`config.mk`:
```
export PLATFORM = sky130hd
export DESIGN_NAME = spike_scan_ctrl_flat
export DESIGN_NICKNAME = d
export VERILOG_FILES = /design/src/rtl/spike_scan_if.sv /design/src/rtl/spike_scan_ctrl.sv /design/src/flat_wrapper.sv
export SDC_FILE = /design/constraint.sdc
export NUM_CORES = 1
export LEC_CHECK = 0
export BUFFER_PORTS_ARGS = -buffer_cell sky130_fd_sc_hd__buf_2
export CORE_AREA = 2 2 117 119
export DETAILED_ROUTE_END_ITERATION = 8
export DIE_AREA = 0 0 119 121
export PLACE_DENSITY = 0.74
export SLEW_MARGIN = 20
export SYNTH_ARGS = -nofsm -noshare
export SYNTH_HDL_FRONTEND = slang
export SYNTH_SLANG_ARGS = --single-unit
```
`constraint.sdc`:
```
create_clock -name clk -period 2.8 [get_ports clk]
set_input_delay 0.28 -clock clk [delete_from_list [all_inputs] [get_ports clk]]
set_output_delay 0.28 -clock clk [all_outputs]
set_load 0.02 [all_outputs]
```
`src/rtl/spike_scan_if.sv`:
```
// Bus and detector signal bundle for spike_scan_ctrl.
// master: CPU bus plus detector side; slave: the scan controller.
interface spike_scan_if;
    logic [3:0] address;
    logic       data_write;
    logic       data_read;
    logic [7:0] data_in;
    logic [7:0] data_out;
    logic [7:0] det_pixel;
    logic       det_load;
    logic [7:0] det_threshold;
    logic       det_spike;
    logic       user_interrupt;

    modport master (
        output address, data_write, data_read, data_in, det_spike,
        input  data_out, det_pixel, det_load, det_threshold, user_interrupt
    );

    modport slave (
        input  address, data_write, data_read, data_in, det_spike,
        output data_out, det_pixel, det_load, det_threshold, user_interrupt
    );
endinterface

```
`src/rtl/spike_scan_ctrl.sv`:
```
// Frame-scan sequencer between the CPU register bus and the spike detector.
// Pixels written by the CPU are fed one at a time to the detector; spike
// events are queued as {col,row} for the CPU to read back.
// Optional feature macro: SPIKE_SCAN_IRQ_EN (interrupt enable bit and
// user_interrupt output; tied off when undefined).
//
// state    | meaning
// ---------+------------------------------------------------------------
// S_IDLE   | no pixel in flight
// S_LOAD   | det_load high, detector captures det_pixel, FIFO head popped
// S_SETTLE | waiting out the remaining detector latency
// S_SAMPLE | det_spike sampled, event pushed, position advanced
// S_STALL  | event FIFO full, event held until space appears
module spike_scan_ctrl #(
    parameter int COLS      = 16,
    parameter int PIX_DEPTH = 4,
    parameter int EVT_DEPTH = 4,
    parameter int DET_LAT   = 2
) (
    input  logic         clk,
    input  logic         rst,
    spike_scan_if.slave  bus
);

    localparam int PW = (PIX_DEPTH > 1) ? $clog2(PIX_DEPTH) : 1;
    localparam int EW = (EVT_DEPTH > 1) ? $clog2(EVT_DEPTH) : 1;
    localparam int SW = (DET_LAT > 2) ? $clog2(DET_LAT - 1) : 1;
    localparam int SETTLE_INIT = (DET_LAT >= 2) ? DET_LAT - 2 : 0;
    localparam logic [7:0] COL_LAST = 8'(COLS - 1);

    typedef enum logic [2:0] {
        S_IDLE,
        S_LOAD,
        S_SETTLE,
        S_SAMPLE,
        S_STALL
    } state_t;

    state_t state, state_nx;

    logic [7:0]    thresh;
    logic          en;
    logic          irq_en;
    logic          ovf;
    logic [7:0]    col, row, spike_cnt;
    logic [SW-1:0] settle_cnt;

    logic [7:0]    pix_mem [PIX_DEPTH];
    logic [PW-1:0] pix_wp, pix_rp;
    logic [PW:0]   pix_cnt;
    logic [7:0]    pix_head;
    logic          pix_empty, pix_full;

    logic [15:0]   evt_mem [EVT_DEPTH];
    logic [EW-1:0] evt_wp, evt_rp;
    logic [EW:0]   evt_cnt;
    logic [15:0]   evt_head;
    logic          evt_empty, evt_full;

    logic wr_pixel, wr_thresh, wr_ctrl, wr_status, clr;
    logic pix_push, pix_pop, pix_avail;
    logic evt_push, evt_pop, evt_space;
    logic event_hit, advance, busy;

    assign wr_pixel  = bus.data_write && (bus.address == 4'h0);
    assign wr_thresh = bus.data_write && (bus.address == 4'h1);
    assign wr_ctrl   = bus.data_write && (bus.address == 4'h2);
    assign wr_status = bus.data_write && (bus.address == 4'h3);
    assign clr       = wr_ctrl && bus.data_in[1];

    assign pix_empty = (pix_cnt == '0);
    assign pix_full  = (pix_cnt == (PW+1)'(PIX_DEPTH));
    assign pix_head  = pix_mem[pix_rp];
    assign evt_empty = (evt_cnt == '0);
    assign evt_full  = (evt_cnt == (EW+1)'(EVT_DEPTH));
    assign evt_head  = evt_mem[evt_rp];

    // The pop only ever happens in LOAD, so a full FIFO can still accept
    // a write in that cycle.
    assign pix_pop   = (state == S_LOAD);
    assign pix_push  = wr_pixel && (!pix_full || pix_pop);
    // A pixel arriving this cycle counts as available so an idle scanner
    // starts LOAD on the very next cycle.
    assign pix_avail = !pix_empty || pix_push;

    assign evt_pop   = bus.data_read && (bus.address == 4'h5) && !evt_empty;
    assign evt_space = !evt_full || evt_pop;
    // Column 0 compares against the previous row's last pixel, so it is
    // never a real edge.
    assign event_hit = bus.det_spike && (col != 8'd0);
    assign busy      = (state != S_IDLE);

    assign bus.det_threshold = thresh;

    // State register; CLR forces IDLE and drops any pixel in flight.
    always_ff @(posedge clk) begin
        if (rst)       state <= S_IDLE;
        else if (clr)  state <= S_IDLE;
        else           state <= state_nx;
    end

    // Next-state and per-cycle strobes.
    always_comb begin
        state_nx = state;
        evt_push = 1'b0;
        advance  = 1'b0;
        case (state)
            S_IDLE: begin
                if (en && pix_avail) state_nx = S_LOAD;
            end
            S_LOAD: begin
                state_nx = (DET_LAT == 1) ? S_SAMPLE : S_SETTLE;
            end
            S_SETTLE: begin
                if (settle_cnt == '0) state_nx = S_SAMPLE;
            end
            S_SAMPLE: begin
                if (event_hit && !evt_space) begin
                    state_nx = S_STALL;
                end else begin
                    evt_push = event_hit;
                    advance  = 1'b1;
                    state_nx = (en && pix_avail) ? S_LOAD : S_IDLE;
                end
            end
            S_STALL: begin
                if (evt_space) begin
                    evt_push = 1'b1;
                    advance  = 1'b1;
                    state_nx = (en && pix_avail) ? S_LOAD : S_IDLE;
                end
            end
            default: state_nx = S_IDLE;
        endcase
    end

    // Settle down-counter, loaded while in LOAD.
    always_ff @(posedge clk) begin
        if (rst)                                      settle_cnt <= '0;
        else if (state == S_LOAD)                     settle_cnt <= SW'(SETTLE_INIT);
        else if (state == S_SETTLE && settle_cnt != '0) settle_cnt <= settle_cnt - SW'(1);
    end

    // Configuration registers and the sticky overflow flag.
    always_ff @(posedge clk) begin
        if (rst) begin
            thresh <= 8'd20;
            en     <= 1'b0;
            ovf    <= 1'b0;
        end else begin
            if (wr_thresh) thresh <= bus.data_in;
            if (wr_ctrl)   en     <= bus.data_in[0];
            if (clr || wr_status)        ovf <= 1'b0;
            else if (wr_pixel && !pix_push) ovf <= 1'b1;
        end
    end

`ifdef SPIKE_SCAN_IRQ_EN
    // Interrupt enable bit and registered level interrupt.
    always_ff @(posedge clk) begin
        if (rst) begin
            irq_en             <= 1'b0;
            bus.user_interrupt <= 1'b0;
        end else begin
            if (wr_ctrl) irq_en <= bus.data_in[2];
            bus.user_interrupt <= irq_en && !evt_empty;
        end
    end
`else
    assign irq_en             = 1'b0;
    assign bus.user_interrupt = 1'b0;
`endif

    // Pixel FIFO storage.
    always_ff @(posedge clk) begin
        if (pix_push) pix_mem[pix_wp] <= bus.data_in;
    end

    // Pixel FIFO pointers and occupancy.
    always_ff @(posedge clk) begin
        if (rst || clr) begin
            pix_wp  <= '0;
            pix_rp  <= '0;
            pix_cnt <= '0;
        end else begin
            if (pix_push) pix_wp <= pix_wp + PW'(1);
            if (pix_pop)  pix_rp <= pix_rp + PW'(1);
            case ({pix_push, pix_pop})
                2'b10:   pix_cnt <= pix_cnt + (PW+1)'(1);
                2'b01:   pix_cnt <= pix_cnt - (PW+1)'(1);
                default: pix_cnt <= pix_cnt;
            endcase
        end
    end

    // Event FIFO storage.
    always_ff @(posedge clk) begin
        if (evt_push) evt_mem[evt_wp] <= {col, row};
    end

    // Event FIFO pointers and occupancy.
    always_ff @(posedge clk) begin
        if (rst || clr) begin
            evt_wp  <= '0;
            evt_rp  <= '0;
            evt_cnt <= '0;
        end else begin
            if (evt_push) evt_wp <= evt_wp + EW'(1);
            if (evt_pop)  evt_rp <= evt_rp + EW'(1);
            case ({evt_push, evt_pop})
                2'b10:   evt_cnt <= evt_cnt + (EW+1)'(1);
                2'b01:   evt_cnt <= evt_cnt - (EW+1)'(1);
                default: evt_cnt <= evt_cnt;
            endcase
        end
    end

    // Scan position and saturating event count.
    always_ff @(posedge clk) begin
        if (rst || clr) begin
            col       <= 8'd0;
            row       <= 8'd0;
            spike_cnt <= 8'd0;
        end else begin
            if (advance) begin
                if (col == COL_LAST) begin
                    col <= 8'd0;
                    row <= row + 8'd1;
                end else begin
                    col <= col + 8'd1;
                end
            end
            if (evt_push && spike_cnt != 8'hFF) spike_cnt <= spike_cnt + 8'd1;
        end
    end

    // Detector drive; the pixel is captured on the edge entering LOAD,
    // straight from the bus when the FIFO is being filled this cycle.
    always_ff @(posedge clk) begin
        if (rst) begin
            bus.det_load  <= 1'b0;
            bus.det_pixel <= 8'd0;
        end else begin
            bus.det_load <= !clr && (state_nx == S_LOAD);
            if (!clr && state_nx == S_LOAD)
                bus.det_pixel <= pix_empty ? bus.data_in : pix_head;
        end
    end

    // Register read mux.
    always_comb begin
        bus.data_out = 8'h00;
        case (bus.address)
            4'h1: bus.data_out = thresh;
            4'h2: bus.data_out = {5'b0, irq_en, 1'b0, en};
            4'h3: bus.data_out = {2'b0, busy, ovf, evt_full, !evt_empty, pix_full, pix_empty};
            4'h4: bus.data_out = evt_empty ? 8'h00 : evt_head[15:8];
            4'h5: bus.data_out = evt_empty ? 8'h00 : evt_head[7:0];
            4'h6: bus.data_out = col;
            4'h7: bus.data_out = row;
            4'h8: bus.data_out = spike_cnt;
            default: bus.data_out = 8'h00;
        endcase
    end

endmodule
```
`src/flat_wrapper.sv`:
```
// flat-port wrapper written by rule: the top's interface ports become plain ports
module spike_scan_ctrl_flat 
#(
    parameter int COLS      = 16,
    parameter int PIX_DEPTH = 4,
    parameter int EVT_DEPTH = 4,
    parameter int DET_LAT   = 2
)
  (clk, rst, bus_address, bus_data_write, bus_data_read, bus_data_in, bus_det_spike, bus_data_out, bus_det_pixel, bus_det_load, bus_det_threshold, bus_user_interrupt);
  spike_scan_if bus_i ();
  input  logic clk;
  input  logic rst;
  input wire logic [$bits(bus_i.address)-1:0] bus_address;
  input wire logic [$bits(bus_i.data_write)-1:0] bus_data_write;
  input wire logic [$bits(bus_i.data_read)-1:0] bus_data_read;
  input wire logic [$bits(bus_i.data_in)-1:0] bus_data_in;
  input wire logic [$bits(bus_i.det_spike)-1:0] bus_det_spike;
  output wire logic [$bits(bus_i.data_out)-1:0] bus_data_out;
  output wire logic [$bits(bus_i.det_pixel)-1:0] bus_det_pixel;
  output wire logic [$bits(bus_i.det_load)-1:0] bus_det_load;
  output wire logic [$bits(bus_i.det_threshold)-1:0] bus_det_threshold;
  output wire logic [$bits(bus_i.user_interrupt)-1:0] bus_user_interrupt;
  assign bus_i.address = bus_address;
  assign bus_i.data_write = bus_data_write;
  assign bus_i.data_read = bus_data_read;
  assign bus_i.data_in = bus_data_in;
  assign bus_i.det_spike = bus_det_spike;
  assign bus_data_out = bus_i.data_out;
  assign bus_det_pixel = bus_i.det_pixel;
  assign bus_det_load = bus_i.det_load;
  assign bus_det_threshold = bus_i.det_threshold;
  assign bus_user_interrupt = bus_i.user_interrupt;
  spike_scan_ctrl #(.COLS(COLS), .PIX_DEPTH(PIX_DEPTH), .EVT_DEPTH(EVT_DEPTH), .DET_LAT(DET_LAT)) u_core (.clk(clk), .rst(rst), .bus(bus_i));
endmodule
```
==> summary.md, run 1 <==
| Metric | Value |
|---|---|
| First-pass GRT wire length | `24460 microns` |
| Final period util | `about 94%` |
| Final ANT Viol Nets | `0` |
| RSZ-0062 raised after global routing | `false` |
| Worst-margin pin slew | `578.2 ps` |
| PD cells | `587.3 nW/um^2` |
| Critical Path RT | `between 3000 and 4000 ps` |
| Netlist cell types | `57` |
| TritonCTS Sinks | `161` |
| Overflow after GRT | `0` |
| Combinational family with the most area after synthesis | `multiplexers` |
| Commonest non-fill, non-tap cell in the layout | `edfxtp_1` |
| Placed Area | `roughly 7500 sq um` |
| Largest stage delay, worst path | `570 ps` |
| HPWL Detailed | `10550 microns` |
| Gates resized, CTS repair | `0` |
| Clk_skew | `roughly 7.1 ps` |
| Worst-Skew Late Latency | `approximately 430 ps` |
| Arrival @ worst endpoint | `2950 ps` |
| # DRC | `0` |
| Htree depth | `4` |
| Number of global-route vias before repair | `about 4700` |
| CTS Hold Bufs | `0` |
| Gpl congestion | `between 0.8 and 0.9` |
| Overall routed net length | `15130 microns` |
| Slowest CP cell | `or4_4` |
| Fillers | `1002` |
| Synth async-reset ratio | `0%` |
| Detailed Route Iter0 Violations | `around 580` |
| Clock tree buffer depth | `2` |
| Synthesized flop and latch total | `roughly 160` |
| Cts bufs inserted | `17` |
| Final setup fails | `0` |
| Synth Area in Adders | `3.079%` |
| Multiplexer area fraction after synthesis | `between 10% and 20%` |
| Die X-Extent | `around 120 microns` |
| Crit. End Element | `flop` |
| Number of core rows | `42` |
| Post-synth EDFFs | `96` |
| Xor-xnor portion of the synthesized cell area | `approximately 3.8%` |
| Initial antenna violation count | `0` |
| Root buffer cell | `clkbuf_16` |
| CP most frequent cell | `nor2_1` |
| Ordered list of cells on the worst path | `or4_4 > o311ai_2 > a22o_1 > ha_1 > inv_1 > fa_1 > xor2_1 > nor2_1 > xnor2_1 > nor2_1` |
| Commonest register cell after synthesis | `edfxtp_1` |
| Critical Path Start Type | `flop` |
| Core area | `around 13000 sq um` |
| Multi-input gate area | `between 2000 and 3000 sq um` |
| Post-CTS Setup Inserts | `0` |
| Gr usage total | `between 20 and 25%` |
| Crit Path Category | `flop to flop` |
| Port-buffer cells | `41` |
| Final slew viol count | `0` |
| Setup TNS Final | `0 ps` |
| Initial Utilization | `a little over half` |
| Pre-antenna DRT Iters | `5` |
| Final Cell Area | `approximately 8100 sq um` |
| Ant diodes | `0` |
| Synth warnings | `0` |
| Slew HR | `around three fifths` |
| HP Class | `primary input to flop` |
| Outcome | `complete, no violations` |
| CTS tree | `yes` |
| Max VDD drop | `roughly 400 uV` |
| Die area | `14400 sq um` |
| Routed len/inst | `~19 microns` |
| Ports | `43` |
| Syn nets | `between 500 and 600` |
| Mean post-synth cell area | `between 10 and 15 sq um` |
| Synthesis-to-layout area growth | `15.57%` |
| Pin count of the biggest net entering global routing | `24` |
| Sequential share of the synthesized area | `59.85%` |
| Vias | `roughly 4600` |
| Fin. Hold Viols | `0` |
| Register area | `~4200 sq um` |
| Clk slew on worst S/H paths | `60 ps` |
| Synth Area in Simple Gates | `between 10% and 20%` |
| # nets final | `approximately 630` |
| Vias/cell | `5.798` |
| Die Span Y | `121 microns` |
| Synth Area in Compound Gates | `around 7.6%` |
| Max Fclk | `378.8 MHz` |
| Share of layout cells above drive strength 1 | `between 20% and 30%` |
| Hold WS | `107.5 ps` |
| Synth Cell Area | `approximately 7000 sq um` |
| Most frequent cells in the layout | `edfxtp_1 (96), nor2_1 (66), dfxtp_1 (65)` |
| Critical path fanouts, max | `3` |
| Minimum clock period | `~2600 ps` |
| Gate Count Post-Synth | `between 500 and 600` |
| Leakage | `~2.7 nW` |
| Max cap viols | `0` |
[path summary, 6_finish.rpt]
kind | startpoint | end | slack (ps) | depth (start not counted)
setup / recovery | u_core.col[7]$_SDFFE_PP0P_ | u_core.evt_cnt[2]$_SDFFE_PP0P_ | 160 | 10
hold / removal | bus_data_write | u_core.ovf$_SDFFE_PP0P_ | 110 | 2
setup reg to reg | u_core.col[7]$_SDFFE_PP0P_ | u_core.evt_cnt[2]$_SDFFE_PP0P_ | 160 | 10
hold reg to reg | u_core.settle_cnt$_SDFFE_PP0P_ | u_core.settle_cnt$_SDFFE_PP0P_ | 480 | 1
[Yosys cell counts, drive strengths merged, types with 2 or more instances]
master | instances | area, sq um
nand3 | 6 | 30.03
clkbuf | 18 | 67.56
fa | 2 | 40.04
xnor2 | 24 | 210.2
a21oi | 19 | 95.09
and3 | 3 | 18.77
nor2b | 5 | 31.28
a22oi | 9 | 72.57
ha | 14 | 175.2
mux4 | 24 | 540.5
and2 | 5 | 31.28
a211o | 3 | 26.28
nor3b | 5 | 37.54
nand4 | 3 | 18.77
o311ai | 2 | 17.52
dfxtp | 65 | 1301
xor2 | 6 | 52.55
nor3 | 19 | 100.1
inv | 21 | 78.83
edfxtp | 96 | 2883
a211oi | 10 | 75.07
nand2b | 4 | 25.02
o21ai | 11 | 58.81
nand4b | 2 | 17.52
nor2 | 66 | 247.7
a31oi | 2 | 12.51
nor4 | 5 | 31.28
a221oi | 5 | 43.79
mux2i | 26 | 260.3
nor4b | 6 | 52.55
buf | 10 | 51.29
nand2 | 23 | 86.33
[metrics by stage]
stage / cells / total power [mW] / setup WS, ps / util (%)
final: 788 / 4.745 / 160.2 / 61.74
after global routing: 788 / 4.866 / 52.67 / 61.74
after CTS: 788 / 4.764 / 160.4 / 61.74
after detailed placement: 756 / 2.662 / 167.9 / 57.57
after global placement: 756 / 2.658 / 277.3 / 57.57
after floorplan: 539 / 2.612 / 7.036 / -
[layout make-up]
type / count / share of cell area [%]
multi-input cells: 329 / 32.46
clock buffers: 18 / 5.312
clock inverters: 14 / 1.440
flip-flops and latches: 161 / 51.79
repair buffers: 69 / 5.297
well taps: 176 / 2.726
inverters: 21 / 0.9757
[sequential cells by signal, summed over array words and instances (netlist names), named ones only]
register	count
u_core.evt_cnt	3
u_core.spike_cnt	8
u_core.ovf	1
u_core.pix_rp	2
u_core.state	3
u_core.evt_rp	2
u_core.col	8
u_core.pix_wp	2
u_core.en	1
u_core.bus.det_load	1
u_core.pix_mem	32
u_core.bus.det_threshold	8
u_core.settle_cnt	1
u_core.row	8
u_core.evt_wp	2
u_core.evt_mem	64
u_core.bus.det_pixel	8
u_core.pix_cnt	3
[metal layers]
layer  vias to the layer above  GRT usage, %  routed length (microns)
li1                       2124             -                        -
met1                      2255         30.65                     6664
met2                       161         35.70                     7147
met3                        29         4.464                      968
met4                         0         9.077                      347
met5                         -             0                        0
[worst max-delay path, delay by kind of cell (launching register included)]
family                     cells  cell delay (ps)
xor gates and xnor gates       2              290
adders and majority gates      2              580
buffers and inverters          1               60
and+or+nand+nor                3              740
DFF                            1              320
AOI/OAI and AO/OA              2              540
[power breakdown]
| group | internal (mW) | switching, mW | total (mW) |
|---|---|---|---|
| combinational | 0.0392 | 0.0753 | 0.114 |
| clock | 1.21 | 0.918 | 2.13 |
| sequential | 2.49 | 0.00372 | 2.50 |
[cells by family after synthesis]
group,count (synthesis)
muxes,50
other,1
and+or+nand+nor,160
xor gates and xnor gates,30
adders and majority gates,16
DFF,161
AOI/OAI and AO/OA,72
buffers and inverters,49
No activity file was read; power rests on OpenSTA's default activity.
==> run 2, diff against run 1 <==
ABC_AREA = 1   (was unset)
CORE_AREA = 2 2 119 121   (was 2 2 117 119)
DIE_AREA = 0 0 121 123   (was 0 0 119 121)
PLACE_DENSITY = 0.75   (was 0.74)
SLEW_MARGIN = unset   (was 20)
==> run 2 against run 1 <==
Effect of this change:
- synthesized cell count rose by 47%
- die area rose by 3.4%
- core utilization fell by 0.33 points
- count of clock-buffer cells in the layout did not move
- setup slack improved by 250 ps
- wire length rose by 11%
- maximum frequency rose by 11%
- sequential share of layout area fell by 1.7 points
- largest power group unchanged
- non-clock buffer count fell by 9
- first-iteration DRC count rose by 5.9%
==> summary.md, run 2 <==
| Metric | Value |
|---|---|
| Multiplexer area fraction after synthesis | `0% (was 11.46%)` |
| Synth Area in Compound Gates | `9.778% (was 7.571%)` |
| Slew HR | `54.29% (was 61.25%)` |
| Top-count cell post-synth | `nand2_1 (was edfxtp_1)` |
| Fin util | `61.41% (was 61.74%)` |
| Grt met1 use | `29.49% (was 30.65%)` |
| Worst slack, placed | `453.5 ps (was 167.9 ps)` |
| Ordered list of cells on the worst path | `nor3_1 > inv_2 > nand3_1 > o21ai_0 > nor2_1 > nand3_1 > buf_2 (was or4_4 > o311ai_2 > a22o_1 > ha_1 > inv_1 > fa_1 > xor2_1 > nor2_1 > xnor2_1 > nor2_1)` |
| Hold WS | `55.49 ps (was 107.5 ps)` |
| Critical Path Start Type | `flop (unchanged)` |
| CTS tree | `yes (unchanged)` |
| Ant diodes | `0 (unchanged)` |
| Initial Utilization | `53.87% (was 53.42%)` |
| Largest stage delay, worst path | `480 ps (was 570 ps)` |
| Synth Area in Adders | `2.935% (was 3.079%)` |
| Routed len/inst | `16.09 microns (was 19.20 microns)` |
| Core area | `13610 sq um (was 13090 sq um)` |
| Initial antenna violation count | `0 (unchanged)` |
| Overall routed net length | `16740 microns (was 15130 microns)` |
| Clk slew on worst S/H paths | `60 ps (about the same)` |
| Vias | `5638 (was 4569)` |
| Leakage | `3.303 nW (was 2.704 nW)` |
| Area share of the largest cell type after synthesis | `39.32% (was 41.24%)` |
| Most flops, register | `u_core.evt_mem (unchanged)` |
| Clk_skew | `11.61 ps (was 7.107 ps)` |
| Gate Count Post-Synth | `795 (was 539)` |
| # nets final | `880 (was 632)` |
| Synthesis-to-layout area growth | `14.01% (was 15.57%)` |
| Top post-synthesis cells by area | `edfxtp_1 (39%), dfxtp_1 (18%), nand2_1 (8.0%) (was edfxtp_1 (41%), dfxtp_1 (19%), mux4_2 (7.7%))` |
| Synth warnings | `0 (unchanged)` |
| Share of layout cells above drive strength 1 | `13.60% (was 21.41%)` |
| Fin. Hold Viols | `0 (unchanged)` |
| Crit Path Category | `flop to output port (was flop to flop)` |
| Commonest non-fill, non-tap cell in the layout | `nand2_1 (was edfxtp_1)` |
| Total Power | `4.903 mW (was 4.745 mW)` |
| Synth async-reset ratio | `0% (unchanged)` |
| Detailed Route Iter0 Violations | `613 (was 579)` |
| # DRC | `0 (unchanged)` |
| TritonCTS Sinks | `161 (unchanged)` |
| Setup ws final | `412.6 ps (was 160.2 ps)` |
| RSZ-0062 raised after global routing | `false (unchanged)` |
| Worst-Skew Late Latency | `430 ps (about the same)` |
| PD cells | `586.5 nW/um^2 (was 587.3 nW/um^2)` |
| Synth Cell Area | `7332 sq um (was 6990 sq um)` |
| Synth Area in Simple Gates | `21.83% (was 11.40%)` |
| Area leader, netlist | `edfxtp_1 (unchanged)` |
| Max VDD drop | `375.6 uV (was 399.9 uV)` |
| Htree depth | `4 (unchanged)` |
| Final period util | `85.26% (was 94.28%)` |
| Overflow after GRT | `0 (unchanged)` |
| Post-synth EDFFs | `96 (unchanged)` |
| Port-buffer cells | `41 (unchanged)` |
| Top delay family on crit path | `simple AND/OR/NAND/NOR gates (unchanged)` |
| Die X-Extent | `121 microns (was 119 microns)` |
| Syn nets | `828 (was 572)` |
| Die area | `14880 sq um (was 14400 sq um)` |
| Gates resized, CTS repair | `0 (unchanged)` |
| Final slew viol count | `0 (unchanged)` |
| Root buffer cell | `clkbuf_16 (unchanged)` |
| Number of core rows | `43 (was 42)` |
| Crit. End Element | `output port (was flop)` |
| Top Registers | `u_core.evt_mem x64, u_core.pix_mem x32 (unchanged)` |
| Cts bufs inserted | `17 (unchanged)` |
| Minimum clock period | `2387 ps (was 2640 ps)` |
| M3 GR Usage | `5.489% (was 4.464%)` |
| GR peak layer | `met2 (unchanged)` |
| CP Buf/Inv Count | `2 (was 1)` |
| Synthesized flop and latch total | `161 (unchanged)` |
| Xor-xnor portion of the synthesized cell area | `2.389% (was 3.759%)` |
| Arrival @ worst endpoint | `2110 ps (was 2950 ps)` |
| Vias/cell | `5.421 (was 5.798)` |
| CTS Hold Bufs | `0 (unchanged)` |
| Max FFs per register | `64 (unchanged)` |
| Met2 usage | `38.13% (was 35.70%)` |
| Die Span Y | `123 microns (was 121 microns)` |
| Top post-synthesis cells by count | `nand2_1 (156), nor2_1 (107), edfxtp_1 (96) (was edfxtp_1 (96), nor2_1 (66), dfxtp_1 (65))` |
| First-pass GRT wire length | `26390 microns (was 24460 microns)` |
| Setup TNS Final | `0 ps (unchanged)` |
| Final ANT Viol Nets | `0 (unchanged)` |
| Post-CTS Setup Inserts | `0 (unchanged)` |
| Fillers | `1116 (was 1002)` |
| Worst-margin pin slew | `683.1 ps (was 578.2 ps)` |
| Pin count of the biggest net entering global routing | `33 (was 24)` |
| Gpl congestion | `0.9637 (was 0.8377)` |
| Critical Path RT | `2520 ps (was 3110 ps)` |
| Final setup fails | `0 (unchanged)` |
| Ports | `43 (unchanged)` |
| Max cap viols | `0 (unchanged)` |
| Commonest register cell after synthesis | `edfxtp_1 (unchanged)` |
| Sequential share of the synthesized area | `57.06% (was 59.85%)` |
| Slowest CP cell | `nor3_1 (was or4_4)` |
| HPWL Detailed | `11280 microns (was 10550 microns)` |
| Netlist cell types | `43 (was 57)` |
| Clock tree buffer depth | `2 (unchanged)` |
| Number of global-route vias before repair | `5257 (was 4702)` |
| Critical path fanouts, max | `10 (was 3)` |
| Pre-antenna DRT Iters | `5 (unchanged)` |
| Combinational family with the most area after synthesis | `simple AND/OR/NAND/NOR gates (was multiplexers)` |
| HP Class | `primary input to flop (unchanged)` |
| Outcome | `complete, no violations (unchanged)` |
| Gr usage total | `23.50% (was 22.50%)` |
| Mean post-synth cell area | `9.223 sq um (was 12.97 sq um)` |
| Most frequent cells in the layout | `nand2_1 (156), nor2_1 (107), edfxtp_1 (96) (was edfxtp_1 (96), nor2_1 (66), dfxtp_1 (65))` |
| CP most frequent cell | `nand3_1 (was nor2_1)` |
| Max Fclk | `418.9 MHz (was 378.8 MHz)` |
## run 2: changes by cell type after synthesis, moves of 30 or more
cell / before / now
nand3_1: 6 / 52
inv_1: 21 / 73
nand2_1: 23 / 156
o21ai_0: 10 / 56
a21oi_1: 19 / 49
nor2_1: 66 / 107
## run 2: logic make-up after synthesis
group                    Yosys count
AO/OA/AOI/OAI                    131
XOR/XNOR                          20
adder cells (fa/ha/maj)           16
buffers and inverters            105
flip-flops                       161
other                              1
AND/OR/NAND/NOR                  361
## run 2: final cells by class
type | count | area, sq um | share of cell area, %
inverters | 78 | 295.3 | 3.532
well taps | 180 | 225.2 | 2.694
multi-input cells | 529 | 2711 | 32.44
clock inverters | 14 | 153.9 | 1.841
clock buffers | 18 | 429.2 | 5.134
repair buffers | 60 | 360.3 | 4.311
flip-flops and latches | 161 | 4184 | 50.05
## run 2: final timing paths
| check | startpoint | endpoint | slack (ps) | cells past startpoint |
|---|---|---|---|---|
| max | u_core.evt_cnt[0]$_SDFFE_PP0P_ | bus_data_out[6] | 410 | 7 |
| min | rst | u_core.bus.det_load$_SDFF_PP0_ | 60 | 2 |
| min reg2reg | u_core.settle_cnt$_SDFFE_PP0P_ | u_core.settle_cnt$_SDFFE_PP0P_ | 480 | 2 |
| max reg2reg | u_core.col[0]$_SDFFE_PP0P_ | u_core.evt_cnt[2]$_SDFFE_PP0P_ | 430 | 13 |
## run 2: layer usage
metal | up-vias | share of wire, % | routed length (microns)
met1 | 2603 | 41 | 6876
met2 | 226 | 48 | 8029
met3 | 45 | 7.5 | 1249
met4 | 0 | 3.5 | 583
met5 | - | 0 | 0
li1 | 2764 | - | -
## run 2: report_power, final
part | switching [mW] | internal [mW] | leakage [nW]
Combinational | 0.0820 | 0.0343 | 1.63
Clock | 0.962 | 1.33 | 0.280
Sequential | 0.00485 | 2.49 | 1.39
## run 2: through the flow
step                      std cells  area [sq um]
final                          1040          8359
after global routing           1040          8359
after CTS                      1040          8359
after detailed placement       1008          7776
after global placement         1008          7776
after floorplan                 795          7332
